<file path="src/rtl/riscv_pkg.sv">
`default_nettype none
// ============================================================================
//  Module   : riscv_pkg
//  Purpose  : Shared constants and types for the RISC-V front end.
//             NOP_INSTRUCTION    - canonical NOP (ADDI x0,x0,0).
//             EBREAK_INSTRUCTION - EBREAK encoding that halts fetch when the
//                                  RISCV_IF_EBREAK_HALT_EN macro is defined.
//             if_state_t         - fetch-stage state (RUN, HALT).
//  Revision : 1.0 - initial release
// ============================================================================
package riscv_pkg;

  localparam logic [31:0] NOP_INSTRUCTION    = 32'h0000_0013;
  localparam logic [31:0] EBREAK_INSTRUCTION = 32'h0010_0073;

  typedef enum logic [0:0] {
    RUN  = 1'b0,
    HALT = 1'b1
  } if_state_t;

endpackage
`default_nettype wire

</file>
<file path="src/rtl/riscv_if_stage_if.sv">
`default_nettype none
// ============================================================================
//  Module   : riscv_if_stage_if
//  Purpose  : Bundles the fetch stage's control, instruction-memory and
//             decode-facing signals.
//  Modports : master - the fetch stage (drives iMemRead, PC, if_*, halted,
//                      fetch_count; samples stall, redirect_*, instruction).
//             slave  - the surrounding pipeline / memory (opposite directions).
//  Revision : 1.0 - initial release
// ============================================================================
interface riscv_if_stage_if;

  logic        stall;
  logic        redirect_valid;
  logic [31:0] redirect_pc;
  logic        iMemRead;
  logic [31:0] PC;
  logic [31:0] instruction;
  logic        if_valid;
  logic [31:0] if_pc;
  logic [31:0] if_instruction;
  logic        halted;
  logic [31:0] fetch_count;

  modport master (
    input  stall, redirect_valid, redirect_pc, instruction,
    output iMemRead, PC, if_valid, if_pc, if_instruction, halted, fetch_count
  );

  modport slave (
    output stall, redirect_valid, redirect_pc, instruction,
    input  iMemRead, PC, if_valid, if_pc, if_instruction, halted, fetch_count
  );

endinterface
`default_nettype wire

</file>
<file path="src/rtl/riscv_pc_gen.sv">
`default_nettype none
// ============================================================================
//  Module   : riscv_pc_gen
//  Purpose  : Program counter register with next-PC mux and incrementer.
//  Ports    : clk        - system clock
//             rst        - asynchronous active-low reset (loads INITIAL_PC)
//             i_load     - take i_load_pc as the next PC (redirect)
//             i_load_pc  - redirect target
//             i_advance  - step the PC by PC_STEP (a fetch was issued)
//             o_pc       - current fetch address
//  Revision : 1.0 - initial release
// ============================================================================
module riscv_pc_gen #(
  parameter logic [31:0] INITIAL_PC = 32'h0000_0000,
  parameter int unsigned PC_STEP    = 4
) (
  input  wire logic        clk,
  input  wire logic        rst,
  input  wire logic        i_load,
  input  wire logic [31:0] i_load_pc,
  input  wire logic        i_advance,
  output logic      [31:0] o_pc
);

  localparam logic [31:0] c_pc_step = 32'(PC_STEP);

  logic [31:0] r_pc;
  logic [31:0] w_pc_next;

  // Load has priority over increment; with neither the PC holds.
  always_comb begin
    w_pc_next = r_pc;
    if (i_load) begin
      w_pc_next = i_load_pc;
    end else if (i_advance) begin
      w_pc_next = r_pc + c_pc_step;
    end
  end

  always_ff @(posedge clk or negedge rst) begin
    if (!rst) begin
      r_pc <= INITIAL_PC;
    end else begin
      r_pc <= w_pc_next;
    end
  end

  assign o_pc = r_pc;

endmodule
`default_nettype wire

</file>
<file path="src/rtl/riscv_if_stage.sv">
`default_nettype none
// ============================================================================
//  Module   : riscv_if_stage
//  Purpose  : Instruction-fetch stage. Issues at most one fetch per cycle to a
//             synchronous-read instruction memory and presents the returned
//             word to decode with its PC and a valid flag. Handles stall
//             hold, redirect squash and (optionally) EBREAK halt, and counts
//             words accepted by decode.
//  Ports    : clk  - system clock
//             rst  - asynchronous active-low reset
//             bus  - riscv_if_stage_if.master (stall, redirect_valid,
//                    redirect_pc, instruction in; iMemRead, PC, if_valid,
//                    if_pc, if_instruction, halted, fetch_count out)
//  Config   : RISCV_IF_EBREAK_HALT_EN - when defined, accepting EBREAK moves
//             the stage to HALT; otherwise EBREAK is an ordinary word and
//             halted is tied low.
//  Revision : 1.0 - initial release
// ============================================================================
module riscv_if_stage
  import riscv_pkg::*;
#(
  parameter logic [31:0] INITIAL_PC = 32'h0000_0000,
  parameter int unsigned PC_STEP    = 4
) (
  input  wire logic         clk,
  input  wire logic         rst,
  riscv_if_stage_if.master  bus
);

  if_state_t   r_state;
  if_state_t   w_state_next;
  logic        r_fv;
  logic        w_fv_next;
  logic [31:0] r_if_pc;
  logic [31:0] r_fetch_count;
  logic        w_run;
  logic        w_mem_read;
  logic        w_accept;
  logic        w_halt_trig;
  logic [31:0] w_pc;

  // A word is consumed by decode whenever it is valid and not held.
  assign w_accept = r_fv && !bus.stall;

`ifdef RISCV_IF_EBREAK_HALT_EN
  // r_fv guarantees the memory output is the word presented to decode.
  assign w_halt_trig = w_accept && (bus.instruction == EBREAK_INSTRUCTION);
`else
  assign w_halt_trig = 1'b0;
`endif

  // --------------------------------------------------------------------------
  // State machine
  // --------------------------------------------------------------------------
  always_ff @(posedge clk or negedge rst) begin
    if (!rst) begin
      r_state <= RUN;
    end else begin
      r_state <= w_state_next;
    end
  end

  // The read enable is gated by rst so no read is requested while the stage
  // is held in reset.
  always_comb begin
    w_state_next = r_state;
    w_run        = 1'b0;
    w_mem_read   = 1'b0;
    case (r_state)
      RUN: begin
        w_run      = 1'b1;
        w_mem_read = rst && !bus.stall && !bus.redirect_valid;
        if (w_halt_trig) begin
          w_state_next = HALT;
        end
      end
      HALT: begin
        w_state_next = HALT;
      end
      default: begin
        w_state_next = RUN;
      end
    endcase
  end

  // --------------------------------------------------------------------------
  // PC generation. An EBREAK accept drops any concurrent redirect and keeps
  // the PC at the address following the EBREAK, so the halted PC points at
  // the next instruction rather than one beyond it.
  // --------------------------------------------------------------------------
  riscv_pc_gen #(
    .INITIAL_PC (INITIAL_PC),
    .PC_STEP    (PC_STEP)
  ) u_pc_gen (
    .clk       (clk),
    .rst       (rst),
    .i_load    (w_run && bus.redirect_valid && !w_halt_trig),
    .i_load_pc (bus.redirect_pc),
    .i_advance (w_mem_read && !w_halt_trig),
    .o_pc      (w_pc)
  );

  // --------------------------------------------------------------------------
  // Fetch-valid flag: cleared by halt or redirect (squashing the fetch in
  // flight), held under stall, otherwise follows the read issued this cycle.
  // --------------------------------------------------------------------------
  always_comb begin
    w_fv_next = r_fv;
    if (!w_run || w_halt_trig || bus.redirect_valid) begin
      w_fv_next = 1'b0;
    end else if (!bus.stall) begin
      w_fv_next = w_mem_read;
    end
  end

  always_ff @(posedge clk or negedge rst) begin
    if (!rst) begin
      r_fv          <= 1'b0;
      r_if_pc       <= INITIAL_PC;
      r_fetch_count <= 32'h0;
    end else begin
      r_fv <= w_fv_next;
      if (w_mem_read) begin
        r_if_pc <= w_pc;
      end
      if (w_accept) begin
        r_fetch_count <= r_fetch_count + 32'd1;
      end
    end
  end

  // --------------------------------------------------------------------------
  // Outputs
  // --------------------------------------------------------------------------
  assign bus.iMemRead       = w_mem_read;
  assign bus.PC             = w_pc;
  assign bus.if_valid       = r_fv;
  assign bus.if_pc          = r_if_pc;
  assign bus.if_instruction = r_fv ? bus.instruction : NOP_INSTRUCTION;
  assign bus.fetch_count    = r_fetch_count;

`ifdef RISCV_IF_EBREAK_HALT_EN
  assign bus.halted = (r_state == HALT);
`else
  assign bus.halted = 1'b0;
`endif

endmodule
`default_nettype wire
</file>
<file path="src/flat_wrapper.sv">
// flat-port wrapper written by rule: the top's interface ports become plain ports
module riscv_if_stage_flat import riscv_pkg::*;
#(
  parameter logic [31:0] INITIAL_PC = 32'h0000_0000,
  parameter int unsigned PC_STEP    = 4
)
  (clk, rst, bus_stall, bus_redirect_valid, bus_redirect_pc, bus_instruction, bus_iMemRead, bus_PC, bus_if_valid, bus_if_pc, bus_if_instruction, bus_halted, bus_fetch_count);
  riscv_if_stage_if bus_i ();
  input  wire logic clk;
  input  wire logic rst;
  input wire logic [$bits(bus_i.stall)-1:0] bus_stall;
  input wire logic [$bits(bus_i.redirect_valid)-1:0] bus_redirect_valid;
  input wire logic [$bits(bus_i.redirect_pc)-1:0] bus_redirect_pc;
  input wire logic [$bits(bus_i.instruction)-1:0] bus_instruction;
  output wire logic [$bits(bus_i.iMemRead)-1:0] bus_iMemRead;
  output wire logic [$bits(bus_i.PC)-1:0] bus_PC;
  output wire logic [$bits(bus_i.if_valid)-1:0] bus_if_valid;
  output wire logic [$bits(bus_i.if_pc)-1:0] bus_if_pc;
  output wire logic [$bits(bus_i.if_instruction)-1:0] bus_if_instruction;
  output wire logic [$bits(bus_i.halted)-1:0] bus_halted;
  output wire logic [$bits(bus_i.fetch_count)-1:0] bus_fetch_count;
  assign bus_i.stall = bus_stall;
  assign bus_i.redirect_valid = bus_redirect_valid;
  assign bus_i.redirect_pc = bus_redirect_pc;
  assign bus_i.instruction = bus_instruction;
  assign bus_iMemRead = bus_i.iMemRead;
  assign bus_PC = bus_i.PC;
  assign bus_if_valid = bus_i.if_valid;
  assign bus_if_pc = bus_i.if_pc;
  assign bus_if_instruction = bus_i.if_instruction;
  assign bus_halted = bus_i.halted;
  assign bus_fetch_count = bus_i.fetch_count;
  riscv_if_stage #(.INITIAL_PC(INITIAL_PC), .PC_STEP(PC_STEP)) u_core (.clk(clk), .rst(rst), .bus(bus_i));
endmodule
</file>
<file path="config.mk">
export PLATFORM = sky130hd
export DESIGN_NAME = riscv_if_stage_flat
export DESIGN_NICKNAME = d
export VERILOG_FILES = /design/src/rtl/riscv_pkg.sv /design/src/rtl/riscv_if_stage_if.sv /design/src/rtl/riscv_pc_gen.sv /design/src/rtl/riscv_if_stage.sv /design/src/flat_wrapper.sv
export SDC_FILE = /design/constraint.sdc
export NUM_CORES = 1
export LEC_CHECK = 0
export BUFFER_PORTS_ARGS = -buffer_cell sky130_fd_sc_hd__buf_2
export CAP_MARGIN = 20
export CORE_UTILIZATION = 47
export DETAILED_ROUTE_END_ITERATION = 10
export PLACE_DENSITY = 0.79
export RECOVER_POWER = 50
export SKIP_CTS_REPAIR_TIMING = 1
export SLEW_MARGIN = 20
export SYNTH_ARGS = -nofsm -noshare
export SYNTH_HDL_FRONTEND = slang
export SYNTH_HIERARCHICAL = 1
export SYNTH_SLANG_ARGS = --single-unit
</file>
<file path="constraint.sdc">
create_clock -name clk -period 4.55 [get_ports clk]
set_clock_uncertainty 0.2 [all_clocks]
set_input_delay 0.91 -clock clk [delete_from_list [all_inputs] [get_ports clk]]
set_output_delay 0.91 -clock clk [all_outputs]
set_load 0.005 [all_outputs]
</file>
### Word-level counts from Yosys, hierarchy flattened

Index checks and enable logic that the tools add are counted.

* input bits: 68
* output and inout bits: 131
* word-level logic and storage cells: 25
* bits in registers: 98

* bitwise gates (word level): 1
* reduce and logical (&&, ||, !) cells: 8
* muxes and demuxes: 8
* $add $sub $neg: 2
* eq/ne operators: 1

Operators by type and width (number)
* 32-bit 2-to-1 mux: 3
* 32-bit by 1-bit adder with 32-bit output, second input constant: 1
* 32-bit by 3-bit adder with 32-bit output, second input constant: 1
* 1-bit logical AND: 4
* 1-bit 2-to-1 mux: 4
* 1-bit logical NOT: 2
* 2-bit by 1-bit != test with 1-bit output, second input constant: 1
* 1-bit case mux with 2 select lines: 1
* 2-bit nonzero test: 1
* 1-bit logical OR: 1
* 1-bit inverter: 1

### Depth between registers and ports, before layout

* word-level depth: 6
* mapped depth: 10
* gate-level depth less buffers: 6

### Modules after synthesis

The synthesis kept the hierarchy.

By module, submodules not included
* riscv_if_stage: instances 1, cells each 236, area each 2946.6 µm²
* riscv_pc_gen: instances 1, cells each 200, area each 1820.5 µm²

### Least setup slack after synthesis

Ideal clock, no wire load.

* path kind: input to register
* start point: in bus_stall
* end point: reg u_core.u_pc_gen.r_pc[27], in the netlist u_core/u_pc_gen/o_pc[27]
* required time: 4.268 ns
* arrival: 3.358 ns
* path buffers: 3
* setup slack: 0.910 ns
* cell stages on the path: 9
* path through: nand2b_1 nor2_1 clkbuf_1 buf_6 nand4_2 buf_6 or4b_4 or4_1 a31oi_1

* longest elaborated chain between the ends: 5

RTL lines
* start: declaration: RTL line flat_wrapper.sv:11 `input wire logic [$bits(bus_i.stall)-1:0] bus_stall;`
* 1-bit logical NOT: RTL line riscv_if_stage.sv:72 `w_mem_read = rst && !bus.stall && !bus.redirect_valid;`
* 1-bit logical AND (2 in series): RTL line riscv_if_stage.sv:72
* 1-bit 2-to-1 mux: RTL line riscv_if_stage.sv:69 `case (r_state)`
* via bus_iMemRead: RTL line flat_wrapper.sv:15 `output wire logic [$bits(bus_i.iMemRead)-1:0] bus_iMemRead;`
* 2-bit nonzero test (no source line)
* end signal: assignment: RTL line riscv_pc_gen.sv:44 `r_pc <= w_pc_next;`
* end: declaration: RTL line riscv_pc_gen.sv:27 `logic [31:0] r_pc;`

The timed path passes the listed nets, and every way through them passes these cells.
A chain may end at the register's enable or synchronous reset.

==> summary.txt <==
Finish
  • P&R area growth vs syn: 25.7%
  • Layout cells sized above 1: 0.355
  • Ant diodes: 0
  • Final std cells w/o fill: 766
  • Fillers: approximately 860
  • Area of the multi-input gates: roughly 0.0022 sq mm
  • # nets final: 698
  • FF+latch area: about 0.0024 sq mm
  • Final instance area: ~0.006 sq mm

Die
  • Core area: 0.00982 sq mm
  • Die height: between 100 and 150 um
  • Initial core utilization: 0.485
  • Placement Rows: 36
  • Top Ports: between 150 and 200
  • Die area: 0.0105 sq mm
  • Die Wd: 103 um

Synthesis
  • Yosys warning count: 6
  • Largest cells by area after synthesis: dfrtp_1, mux2_2, xnor2_1
  • Cell Area, Synth: ~0.0048 sq mm
  • Syn Inst Count: approximately 440
  • Post-synth cell types: 41
  • Xor/xnor share of the synthesized area: 0.0845
  • Compound-Gate Fraction of Synth Area: 0.0585
  • Post-Synth Adder-Cell Area: 0.00525
  • Synthesized Nets: about 510
  • Yosys top cell by area: dfrtp_1
  • Main combinational cell family by area after synthesis: simple AND/OR/NAND/NOR gates
  • Post-synthesis register bit count: between 90 and 100
  • Seq/Total Area, Yosys: 0.509
  • Simple-gate share of the synthesized area: 0.228
  • Mux cell area share after synthesis: 0.0848
  • Proportion of netlist area held by the largest area contributor: 0.509
  • Avg Cell Area, Syn: 10.9 sq um

STA
  • Final Max Tran Viols: 47
  • Tmin final: about 3.4 ns
  • Total negative slack: 0 ns
  • Worst slew pin tran: about 2.4 ns
  • RSZ-0062 raised after global routing: false
  • Slew margin rel.: -0.628
  • Period utilization: 0.744
  • Setup Viol. Count Final: 0
  • Final hold violations: 0
  • Fmax: roughly 300 MHz

Placement
  • GPL Wtd Cong: between 0.8 and 0.9
  • Inst Count DP: 750
  • Buffers on Ports: 197
  • Post-DP HPWL: around 8900 um
  • Post-DP Area: a little under 0.006 sq mm

Run
  • Max-cap violations: 1

Clock network
  • Clock Tree Root: clkbuf_8
  • Clock Pin Slew Worst Setup and Hold Paths: around 0.1 ns
  • Clk sink count: 97
  • Longest Clk Path Bufs: 2
  • H-tree Lvls: 3
  • CTS tree: built
  • Clock Latency Late Sink: 0.38 ns
  • CTS buffer count: 9

Worst setup path
  • Crit path DAT: between 3 and 4 ns
  • Crit path from: rst
  • Worst reg2reg path endpoint: u_core/bus.fetch_count[30]$_DFFE_PN0P_
  • Critical Path Sink Type: async pin
  • Crit-path max FO: 52
  • CP Launch Type: input pin
  • R2r setup slk: roughly 1.7 ns
  • Reg2reg start: u_core/bus.if_valid$_DFFE_PN0P_
  • Critical path type: in2async
  • Worst EP required: 4.80 ns
  • Worst Reg-to-Reg Cells: 4

GRT
  • Largest net degree at the start of global routing: 53
  • Initial antenna violation count: 0
  • First-pass GRT wire length: roughly 19000 um
  • Total global routing overflow: 0
  • GRT Overall Usage: 0.238
  • Vias in the first global route: ~3.8k

Routing
  • Antenna-violating nets left: 0
  • Via density: between 5 and 6
  • Vias: between 4k and 5k
  • Residual DRC: 0
  • DR iter-0 viols: approximately 180
  • First-pass DRT Iterations: 4
  • Routed len/inst: approximately 16 um
  • Final WL: 12200 um

Power
  • Worst IR drop on VDD: between 0.0002 and 0.0003 V
  • Total leakage power: 2.81 nW
  • Power per Cell Area: around 330 mW/mm^2

Outcome
  • Outcome: finished with violations
  • Failing checks: max-capacitance violations, max-slew violations

Min path
  • Hold Path Depth: 1
  • Worst Hold End: u_core/bus.fetch_count[31]$_DFFE_PN0P_
  • Min-delay worst type: reg2reg
  • Hold Crit Start: u_core/bus.fetch_count[31]$_DFFE_PN0P_
## cell usage after synthesis (all sizes together)
cell type,count
nand4b,1
nor3,10
nor2,18
dfrtp,97
and4b,1
a31oi,13
mux2i,1
or4,12
xnor2,30
or2,1
nand4,20
xor2,16
and4,8
and2,31
nand2,35
or3,2
or4b,2
mux2,35
o21ai,17
or2b,3
nor4b,2
nor4,7
clkinv,1
a21oi,1
nand3,17
o31ai,12
inv,7
and3,6
ha,2
o31a,2
nand2b,3
conb,1
nor2b,1
buf,5
clkbuf,16
## critical path: stages
cell	delay, ns
clkbuf_1	0.13
clkbuf_1	1.76
buf_4	0.79
## power by group
group          total [mW]  leakage [nW]  switching (mW)  internal [mW]
sequential           1.08          1.20           0.109          0.970
combinational       0.351          1.52           0.161          0.190
clock               0.535        0.0925           0.327          0.208
## final cells by class
class	instances	share of cell area
tap	133	0.0278
clock buffer	9	0.0207
timing repair buffer	202	0.162
clock inverter	7	0.00982
inverter	8	0.00501
multi-input combinational	310	0.369
sequential	97	0.405
## metal layers
metal	GRT usage	vias to the layer above	wire, um
met2	0.420	171	6160
met3	0.0576	10	819
met5	0	-	0
li1	-	1942	-
met4	0.0615	0	122
met1	0.292	1909	5100
## sequential cells by signal, summed over array words and instances, names as in the netlist
register                count
u_core/bus.if_valid         1
u_core/u_pc_gen/o_pc       32
u_core/bus.if_pc           32
u_core/bus.fetch_count     32
## kinds of logic after synthesis
group / Yosys count
compound gates: 45
fa+ha+maj: 2
simple gates: 180
buf+inv: 29
other cells: 1
mux: 36
flops: 97
xor+xnor: 46
## through the flow
stage | power [mW] | hold WS, ns | setup slack, ns | utilization
2_1_floorplan | 1.24 | 0.268 | 0.910 | -
3_3_place_gp | 1.44 | 0.256 | 1.36 | 0.597
3_5_place_dp | 1.46 | 0.274 | 1.29 | 0.597
4_1_cts | 2.00 | 0.292 | 1.38 | 0.615
5_1_grt | 2.08 | 0.327 | 0.665 | 0.610
6_report | 1.97 | 0.292 | 1.17 | 0.610
## cell usage in the layout, fill, tap and decap left out, types with 13 or more instances in the layout
cell type	count
xor2_1	16
mux2_2	35
nand2_1	35
buf_2	160
a31oi_1	13
nand3_1	17
clkbuf_1	37
and2_1	31
dfrtp_1	97
o21ai_0	17
xnor2_1	30
nand4_1	18
nor2_1	17
## worst max-delay path by stage
| stage | depth (start not counted) | slack, ns | to |
|---|---|---|---|
| floorplan | 9 | 0.91 | u_core/u_pc_gen/o_pc[27]$_DFFE_PN0N_ |
| global placement | 7 | 1.36 | u_core/u_pc_gen/o_pc[27]$_DFFE_PN0N_ |
| detailed placement | 7 | 1.29 | u_core/u_pc_gen/o_pc[29]$_DFFE_PN0N_ |
| CTS | 5 | 1.38 | bus_iMemRead |
| global route | 3 | 0.66 | u_core/bus.if_pc[3]$_DFFE_PN0P_ |
| finish | 3 | 1.17 | u_core/bus.if_pc[3]$_DFFE_PN0P_ |
Note: power is estimated with default switching activity, not from simulation.
